File: src/rtl/mem_arbiter_pkg.sv
// Shared types for the memory arbiter: FSM state encoding and the latched command.
package mem_arbiter_pkg;

  // Upper bounds for the latched command; instances use the low ADDR_W/DATA_W bits.
  localparam int unsigned MEM_ADDR_W_MAX = 64;
  localparam int unsigned MEM_DATA_W_MAX = 256;

  typedef enum logic [1:0] {
    ARB_IDLE,
    ARB_ISSUE,
    ARB_WAIT
  } arb_state_t;

  typedef struct packed {
    logic                      we;
    logic [MEM_ADDR_W_MAX-1:0] addr;
    logic [MEM_DATA_W_MAX-1:0] wdata;
  } mem_req_t;

  function automatic int unsigned idx_width(input int unsigned n);
    return (n > 1) ? $clog2(n) : 1;
  endfunction

endpackage

File: src/rtl/mem_arbiter_rr_select.sv
// Round-robin grant selection: first valid requester after last_grant, wrapping.
module rr_select
  import mem_arbiter_pkg::*;
#(
  parameter int unsigned NUM_REQ = 2,
  parameter int unsigned IDX_W   = idx_width(NUM_REQ)
) (
  input  logic [NUM_REQ-1:0] req_valid,
  input  logic [IDX_W-1:0]   last_grant,
  output logic [NUM_REQ-1:0] grant,
  output logic [IDX_W-1:0]   index
);

  // Scan from farthest to nearest so the nearest valid requester is written last.
  always_comb begin
    grant = '0;
    index = '0;
    for (int unsigned i = NUM_REQ; i >= 1; i--) begin
      int unsigned c;
      c = (32'(last_grant) + i) % NUM_REQ;
      if (req_valid[c]) begin
        grant = NUM_REQ'(1) << c;
        index = IDX_W'(c);
      end
    end
  end

endmodule

File: src/rtl/mem_arbiter.sv
// Round-robin arbiter for N requesters onto one memory port, one transaction in flight.
// Optional WAIT timeout with error response when MEM_ARB_TIMEOUT_EN is defined.
module mem_arbiter
  import mem_arbiter_pkg::*;
#(
  parameter int unsigned NUM_REQ        = 2,
  parameter int unsigned ADDR_W         = 32,
  parameter int unsigned DATA_W         = 64,
  parameter int unsigned TIMEOUT_CYCLES = 256
) (
  input  logic                      clk,
  input  logic                      rst,
  input  logic [NUM_REQ-1:0]        req_valid,
  output logic [NUM_REQ-1:0]        req_ready,
  input  logic [NUM_REQ-1:0]        req_we,
  input  logic [NUM_REQ*ADDR_W-1:0] req_addr,
  input  logic [NUM_REQ*DATA_W-1:0] req_wdata,
  output logic [NUM_REQ-1:0]        resp_valid,
  output logic [DATA_W-1:0]         resp_rdata,
  output logic                      resp_err,
  output logic                      mem_valid,
  input  logic                      mem_ready,
  output logic                      mem_we,
  output logic [ADDR_W-1:0]         mem_addr,
  output logic [DATA_W-1:0]         mem_wdata,
  input  logic                      mem_resp_valid,
  input  logic [DATA_W-1:0]         mem_rdata
);

  localparam int unsigned IDX_W = idx_width(NUM_REQ);

  arb_state_t         state, state_nxt;
  mem_req_t           cmd;
  logic [IDX_W-1:0]   gnt_idx, last_grant, sel_idx;
  logic [NUM_REQ-1:0] sel_grant;
  logic               accept, complete, timeout;
  logic               unused_cmd;

  rr_select #(
    .NUM_REQ (NUM_REQ),
    .IDX_W   (IDX_W)
  ) u_rr_select (
    .req_valid  (req_valid),
    .last_grant (last_grant),
    .grant      (sel_grant),
    .index      (sel_idx)
  );

  assign accept     = (state == ARB_IDLE) && (|req_valid);
  assign complete   = (state == ARB_WAIT) && mem_resp_valid;
  assign mem_valid  = (state == ARB_ISSUE);
  assign mem_we     = cmd.we;
  assign mem_addr   = cmd.addr[ADDR_W-1:0];
  assign mem_wdata  = cmd.wdata[DATA_W-1:0];
  assign unused_cmd = ^cmd;

  always_comb begin
    state_nxt = state;
    req_ready = '0;
    case (state)
      ARB_IDLE: begin
        if (|req_valid) begin
          req_ready = sel_grant;
          state_nxt = ARB_ISSUE;
        end
      end
      ARB_ISSUE: if (mem_ready)      state_nxt = ARB_WAIT;
      ARB_WAIT:  if (mem_resp_valid) state_nxt = ARB_IDLE;
      default:                       state_nxt = ARB_IDLE;
    endcase
    if (timeout) state_nxt = ARB_IDLE;
  end

  always_ff @(posedge clk) begin
    if (rst) begin
      state      <= ARB_IDLE;
      cmd        <= '0;
      gnt_idx    <= '0;
      last_grant <= IDX_W'(NUM_REQ - 1);
      resp_valid <= '0;
      resp_rdata <= '0;
    end else begin
      state      <= state_nxt;
      resp_valid <= '0;
      if (accept) begin
        gnt_idx                 <= sel_idx;
        cmd.we                  <= req_we[sel_idx];
        cmd.addr[ADDR_W-1:0]    <= req_addr[sel_idx*ADDR_W +: ADDR_W];
        cmd.wdata[DATA_W-1:0]   <= req_wdata[sel_idx*DATA_W +: DATA_W];
      end
      if (complete || timeout) begin
        resp_valid <= NUM_REQ'(1) << gnt_idx;
        resp_rdata <= (cmd.we || timeout) ? '0 : mem_rdata;
        last_grant <= gnt_idx;
      end
    end
  end

`ifdef MEM_ARB_TIMEOUT_EN
  localparam int unsigned CNT_W = $clog2(TIMEOUT_CYCLES);
  logic [CNT_W-1:0] to_cnt;

  // Counter is 0 in the first ISSUE cycle; firing at TIMEOUT_CYCLES-2 lands the
  // registered error pulse exactly TIMEOUT_CYCLES cycles after acceptance.
  assign timeout = (state != ARB_IDLE) && !complete &&
                   (to_cnt == CNT_W'(TIMEOUT_CYCLES - 2));

  always_ff @(posedge clk) begin
    if (rst) begin
      to_cnt   <= '0;
      resp_err <= 1'b0;
    end else begin
      resp_err <= timeout;
      if (state == ARB_IDLE || state_nxt == ARB_IDLE) to_cnt <= '0;
      else                                            to_cnt <= to_cnt + 1'b1;
    end
  end
`else
  assign timeout  = 1'b0;
  assign resp_err = 1'b0;
`endif

endmodule
File: config.mk
export PLATFORM = sky130hd
export DESIGN_NAME = mem_arbiter
export DESIGN_NICKNAME = d
export VERILOG_FILES = /design/src/rtl/mem_arbiter_pkg.sv /design/src/rtl/mem_arbiter_rr_select.sv /design/src/rtl/mem_arbiter.sv
export SDC_FILE = /design/constraint.sdc
export NUM_CORES = 1
export LEC_CHECK = 0
export ABC_CLOCK_PERIOD_IN_PS = 3300
export CELL_PAD_IN_SITES_DETAIL_PLACEMENT = 1
export CELL_PAD_IN_SITES_GLOBAL_PLACEMENT = 1
export CORE_MARGIN = 8
export CORE_UTILIZATION = 27
export DETAILED_ROUTE_END_ITERATION = 10
export PLACE_DENSITY_LB_ADDON = 0.2
export SETUP_SLACK_MARGIN = 0.5
export SYNTH_ARGS = -nofsm -noshare
export SYNTH_HDL_FRONTEND = slang
export SYNTH_SLANG_ARGS = --single-unit
File: constraint.sdc
create_clock -name clk -period 3.3 [get_ports clk]
set_input_delay 0.66 -clock clk [delete_from_list [all_inputs] [get_ports clk]]
set_output_delay 0.66 -clock clk [all_outputs]
set_load 0.05 [all_outputs]
==> results of run 1 <==
[per-stage QoR]
step           setup WS, ns    util  hold slack [ns]
3_5_place_dp         0.3904  0.4628           0.4499
3_3_place_gp         0.3989  0.4628           0.4444
2_1_floorplan        0.7598       -           0.4224
5_1_grt              0.7113  0.4894           0.4819
6_report             0.7468  0.4894           0.4547
4_1_cts              0.7321  0.4891           0.4603
[repair_timing]
item,CTS,global route
resized for setup,3,0
hold buffers,0,0
setup endpoints to repair,2,0
[state kept, by name, summed over array words and instances (netlist names)]
name        cells
resp_valid      2
mem_addr       32
resp_rdata     64
state           2
mem_wdata      64
last_grant      1
mem_we          1
gnt_idx         1
[cell usage after synthesis]
cell       count  area, sq um
a22o_1        64        560.5
a31oi_1        1        6.260
buf_1          1        3.750
nor2_2         2        12.51
or3b_2         1        8.760
inv_1          3        11.26
nand4bb_1      1        11.26
buf_6          5        56.30
nand2b_1       1        6.260
buf_2         21        105.1
conb_1         1        3.750
and2_1         1        6.260
clkbuf_1      49        183.9
a22oi_1        2        15.01
nor2b_1        1        6.260
or2_0          1        6.260
buf_4          3        22.52
a21boi_0       1        7.510
a311oi_1      67        586.8
nor3_1         1        5.000
a311oi_2      30        450.4
dfxtp_1      167         3343
a21bo_2        1        10.01
nand2_1      195        732.0
nor2_1         5        18.77
a21oi_1      100        500.5
[cells by family (layout without fill, tap and decap cells)]
kind of cell | after synthesis | in the layout | synth area share
AOI/OAI and AO/OA | 266 | 266 | 0.3199
buffers and inverters | 82 | 475 | 0.05731
DFF | 167 | 167 | 0.5005
other | 1 | 4 | 0.0005614
and+or+nand+nor | 209 | 209 | 0.1217
[path summary, 6_finish.rpt]
kind,endpoint,from,cells past startpoint
worst max-delay path,req_ready[1],req_valid[1],4
worst min-delay path,resp_valid[1],gnt_idx,2
worst max register to register,mem_wdata[36],state[1],4
worst min register to register,resp_valid[1],gnt_idx,2
[layer usage]
layer	vias to the layer above	track usage
met4	2	0.06432
met3	33	0.08342
met1	3517	0.2276
met2	311	0.3477
met5	-	0
li1	3419	-
[worst max-delay path: cells and delay by family]
| kind | cells | cell delay (ns) |
|---|---|---|
| buffers and inverters | 2 | 0.76 |
| AO/OA/AOI/OAI | 1 | 0.27 |
| AND/OR/NAND/NOR | 1 | 0.20 |
[power breakdown]
part	internal, uW	switching (uW)
Clock	1290	911
Sequential	2170	90.6
Combinational	735	1080
[area by class of cell]
class                      count  area [sq um]
fill                        2731         12420
inverter                       3         11.26
sequential                   167          3343
clock inverter                14         212.7
tap                          324         405.4
timing repair buffer         441          4487
antenna                        3         7.507
multi-input combinational    476          3010
clock buffer                  17         425.4
==> metrics.txt, run 1 <==
status finished, final reports clean; met3 wire len 2854 um; worst-path fanout max 4; RSZ-0062 raised after global routing false; crit-path cells clkdlybuf4s50_1, a21bo_4, nor3_2, buf_12; DPL Wire Length 22,740 um; fin nets 1,370; WS Path Type in -> out; Power Total 6284 uW; most common library cell in the layout ignoring fill and taps clkdlybuf4s50_1; slowest CP cell clkdlybuf4s50_1; fmax 391.7 MHz; GP Congestion 0.7589; DR WL/cell 22.16 um; Ys Warns 0; core area 0.02432 sq mm; Initial DRC Count 395; CTS tree built; drt first pass iters 4; largest net degree at the start of global routing 100; post-route minimum period 2.553 ns; Initial Util 0.2747; Critical Path RT 2.64 ns; Distinct cells, synth 26; CTS buffer count 17; relative slew slack 0.5711; final instance area 0.01190 sq mm; cell count after placement 1,411; Largest stage delay, worst path 0.58 ns; layout cells sized above 1 0.07692; leading cell types in the layout, fill and taps excluded clkdlybuf4s50_1, nand2_1, dfxtp_1; HP Class reg -> reg; Slew Viols, Final 0; Row Count 57; Post-CTS Setup Inserts 0; Final Hold Viols 0; Synth Instances 725; fin crit share 0.7737; Final ANT Viol Nets 0; final total negative setup slack 0 ns; met1 WL 12,790 um; Port Buffer Count 429; CTS max path bufs 2; PwrDens 527.9 mW/mm^2; Worst EP arrival 1.89 ns; initial antenna violation count 4; Max Cap Viol 0; Vias 7,282; Final Skew 0.01332 ns; worst skew pair latency 0.42 ns; Layout area overhead 78.18%; vias in the first global route 7,658; Worst Tran Pin Value 0.6413 ns; Detailed Route WL 32,020 um; Die ar. 0.03003 sq mm; Die W 173.3 um; Final Non-Filler Cells 1,445; met2 WL 15,750 um; Cell Area, Placed 0.01126 sq mm; io pins 431; Max VDD drop 276.1 uV; cell area after synthesis 0.006680 sq mm; GR Overflow Total 0; P_leak 0.004401 uW; Root Buffer clkbuf_16; Max Used Layer met5; Avg Cell Area, Syn 9.214 sq um; first-pass GRT wire length 48,040 um; R2R setup slack 1.66 ns; post-synth net total 989; sequential fraction of the synthesis area 0.5005; clock sinks 167; crit end category output port; Clock transition at path regs 0.06 ns; startpoint type of the worst setup path input pin; Final setup viols 0; Seq cells post-synth 167; GRT Util Overall 0.2037; die span in y 173.3 um; DR DRC count 0; Vias/cell 5.039; H-Tree Depth 4
No activity file was read; power rests on OpenSTA's default activity.
==> run 2, diff against run 1 <==
Settings changed: ABC_CLOCK_PERIOD_IN_PS 3300 to 2230, CORE_UTILIZATION 27 to 23.
Clock period 3.3 ns to 2.23 ns, I/O delays scaled along.
==> run 2 against run 1 <==
Net effect:
- final cell count grew 5.7%
- register-to-register slack lost 1.1 ns
- critical path type is now reg -> out
- non-clock buffer count grew 23
- flip-flop and latch count is the same
- critical path depth shrank 1
==> metrics.txt, run 2 (synthesis gave the netlist of run 1 again) <==
status finished, final reports clean; final total negative setup slack 0 ns (unchanged); Fill cells 3,166 (+16%); relative slew slack 0.6665 (+0.09537); Cell Area, Placed 0.01153 sq mm (+2.5%); Port Buffer Count 429 (unchanged); Switching Share 0.3368 (+0.005017); WS Path Type reg -> out; Final ANT Viol Nets 0 (unchanged); DR WL/cell 22.77 um (+2.7%); CTS buffer count 17 (unchanged); GRT Util Overall 0.1921 (-0.01160); CTS max path bufs 2 (unchanged); HP Class in -> reg; NetSw 3109 uW (+49%); drt first pass iters 5 (+1); Initial DRC Count 236 (-40%); CP Launch Point state[1]; Max VDD drop 422.7 uV (+53%); CTS tree built; fin nets 1,393 (+1.7%); GR Overflow Total 0 (unchanged); worst skew pair latency 0.44 ns (+0.02 ns); clock sinks 167 (unchanged); Vias/cell 4.800 (-4.7%); GP Congestion 0.7645 (+0.74%); crit-path cells or3b_4, a21oi_4, buf_12; vias in the first global route 7,897 (+3.1%); final instance area 0.01251 sq mm (+5.1%); most common library cell in the layout ignoring fill and taps clkdlybuf4s50_1; H-Tree Depth 4 (unchanged); first-pass GRT wire length 51,630 um (+7.5%); Clock transition at path regs 0.06 ns (about the same); R2R setup slack 0.55 ns (-1.11 ns); Row Count 62 (+8.8%); crit end category output port; Worst Tran Pin Value 0.5003 ns (-0.1410 ns); die span in y 186.4 um (+7.6%); Int Pwr 6122 uW (+46%); Critical Path RT 1.78 ns (-0.86 ns); DPL Wire Length 25,110 um (+10%); Die W 186.4 um (+7.6%); io pins 431 (unchanged); sequential power share 0.363 (+0.003); fin crit share 0.8744; Max Cap Viol 0 (unchanged); RSZ-0062 raised after global routing true; Final Skew 0.01155 ns (-0.001770 ns); Die ar. 0.03475 sq mm (+16%); Final Util 0.4369 (-0.05254); Final setup viols 0 (unchanged); Vias 7,330 (+0.66%); Detailed Route WL 34,770 um (+8.6%); post-route minimum period 1.950 ns; largest net degree at the start of global routing 70 (-30%); fmax 512.9 MHz; Final Hold Viols 0 (unchanged); Slew Viols, Final 0 (unchanged); DR DRC count 0 (unchanged); Logic pwr share 0.302 (+0.013); Root Buffer clkbuf_16; slowest CP cell or3b_4; initial antenna violation count 3 (-1); layout cells sized above 1 0.2419 (+0.1650); hold path startpoint rst; clock power share 0.335 (-0.015); Initial Util 0.2334 (-0.04131); worst r2r src state[1]; startpoint type of the worst setup path flip-flop; PwrDens 738.1 mW/mm^2 (+40%); Layout area overhead 87.21%; P_leak 0.004646 uW (+5.6%); leading cell types in the layout, fill and taps excluded clkdlybuf4s50_1, nand2_1, dfxtp_1; worst-path fanout max 2 (-2); hold buffers post-CTS 0 (unchanged); core area 0.02863 sq mm (+18%); Largest stage delay, worst path 0.42 ns (-0.16 ns); Worst EP arrival 1.50 ns (-0.39 ns)
run 2: changes by cell type in the layout (fill, tap and decap cells not counted), moves of 2 or more:
cell and delta:
buf_12 +10, buf_4 +12, buf_6 +3, bufinv_16 -2, clkbuf_16 +2, clkbuf_8 +4
clkdlybuf4s15_2 +159, clkdlybuf4s50_1 -164, clkinv_4 +4, dfxtp_1 -2, dfxtp_4 +2, inv_6 -5
run 2: routing by layer:
metal	up-vias	track usage	wire [um]
li1	3462	-	-
met2	305	0.3285	17010
met1	3533	0.2072	13550
met4	2	0.06188	568
met5	-	0	13
met3	28	0.09004	3626
run 2: path summary, 6_finish.rpt:
path / endpoint / cells after the start
worst max-delay path: req_ready[0] / 3
worst min-delay path: last_grant / 3
worst max register to register: mem_wdata[41] / 7
worst min register to register: resp_rdata[63] / 1
run 2: critical path, delay by kind of cell, from the launching register on:
family / cells / cell delay, ns
buffers and inverters: 1 / 0.15
AND/OR/NAND/NOR: 1 / 0.42
flip-flops: 1 / 0.36
AO/OA/AOI/OAI: 1 / 0.15
run 2: layout make-up:
class | count | area (sq um) | area share
timing repair buffer | 464 | 5015 | 0.4010
sequential | 167 | 3351 | 0.2679
multi-input combinational | 476 | 3040 | 0.2431
clock buffer | 22 | 484.2 | 0.03872
tap | 384 | 480.5 | 0.03842
clock inverter | 9 | 118.9 | 0.009505
inverter | 3 | 11.26 | 0.0009005
antenna | 2 | 5.005 | 0.0004002
run 2: repair_timing:
item                                    4_1_cts  5_1_grt
setup buffers                                 6        4
resized for setup                           493        2
endpoints found under the hold margin         0        0
pin swaps                                     2        2
cloned                                        0        2
endpoints found under the setup margin      163       91
run 2: stage by stage:
stage / instances / setup WS [ns] / hold WS [ns] / total power [uW]
finish: 1527 / 0.2802 / 0.3651 / 9230
global route: 1527 / 0.2264 / 0.3678 / 9651
CTS: 1519 / 0.2527 / 0.3502 / 9332
detailed placement: 1482 / 0.04122 / 0.4635 / 6220
global placement: 1482 / 0.07288 / 0.4596 / 6198
floorplan: 725 / 0.4113 / 0.4224 / 4933
run 2: power groups by stage:
stage / clock, uW / sequential (uW) / combinational (uW)
final: 3100 / 3350 / 2790
after global routing: 3330 / 3380 / 2950
after CTS: 3210 / 3350 / 2770
after detailed placement: 0 / 3420 / 2800
after global placement: 0 / 3410 / 2790
after floorplan: 0 / 4190 / 739
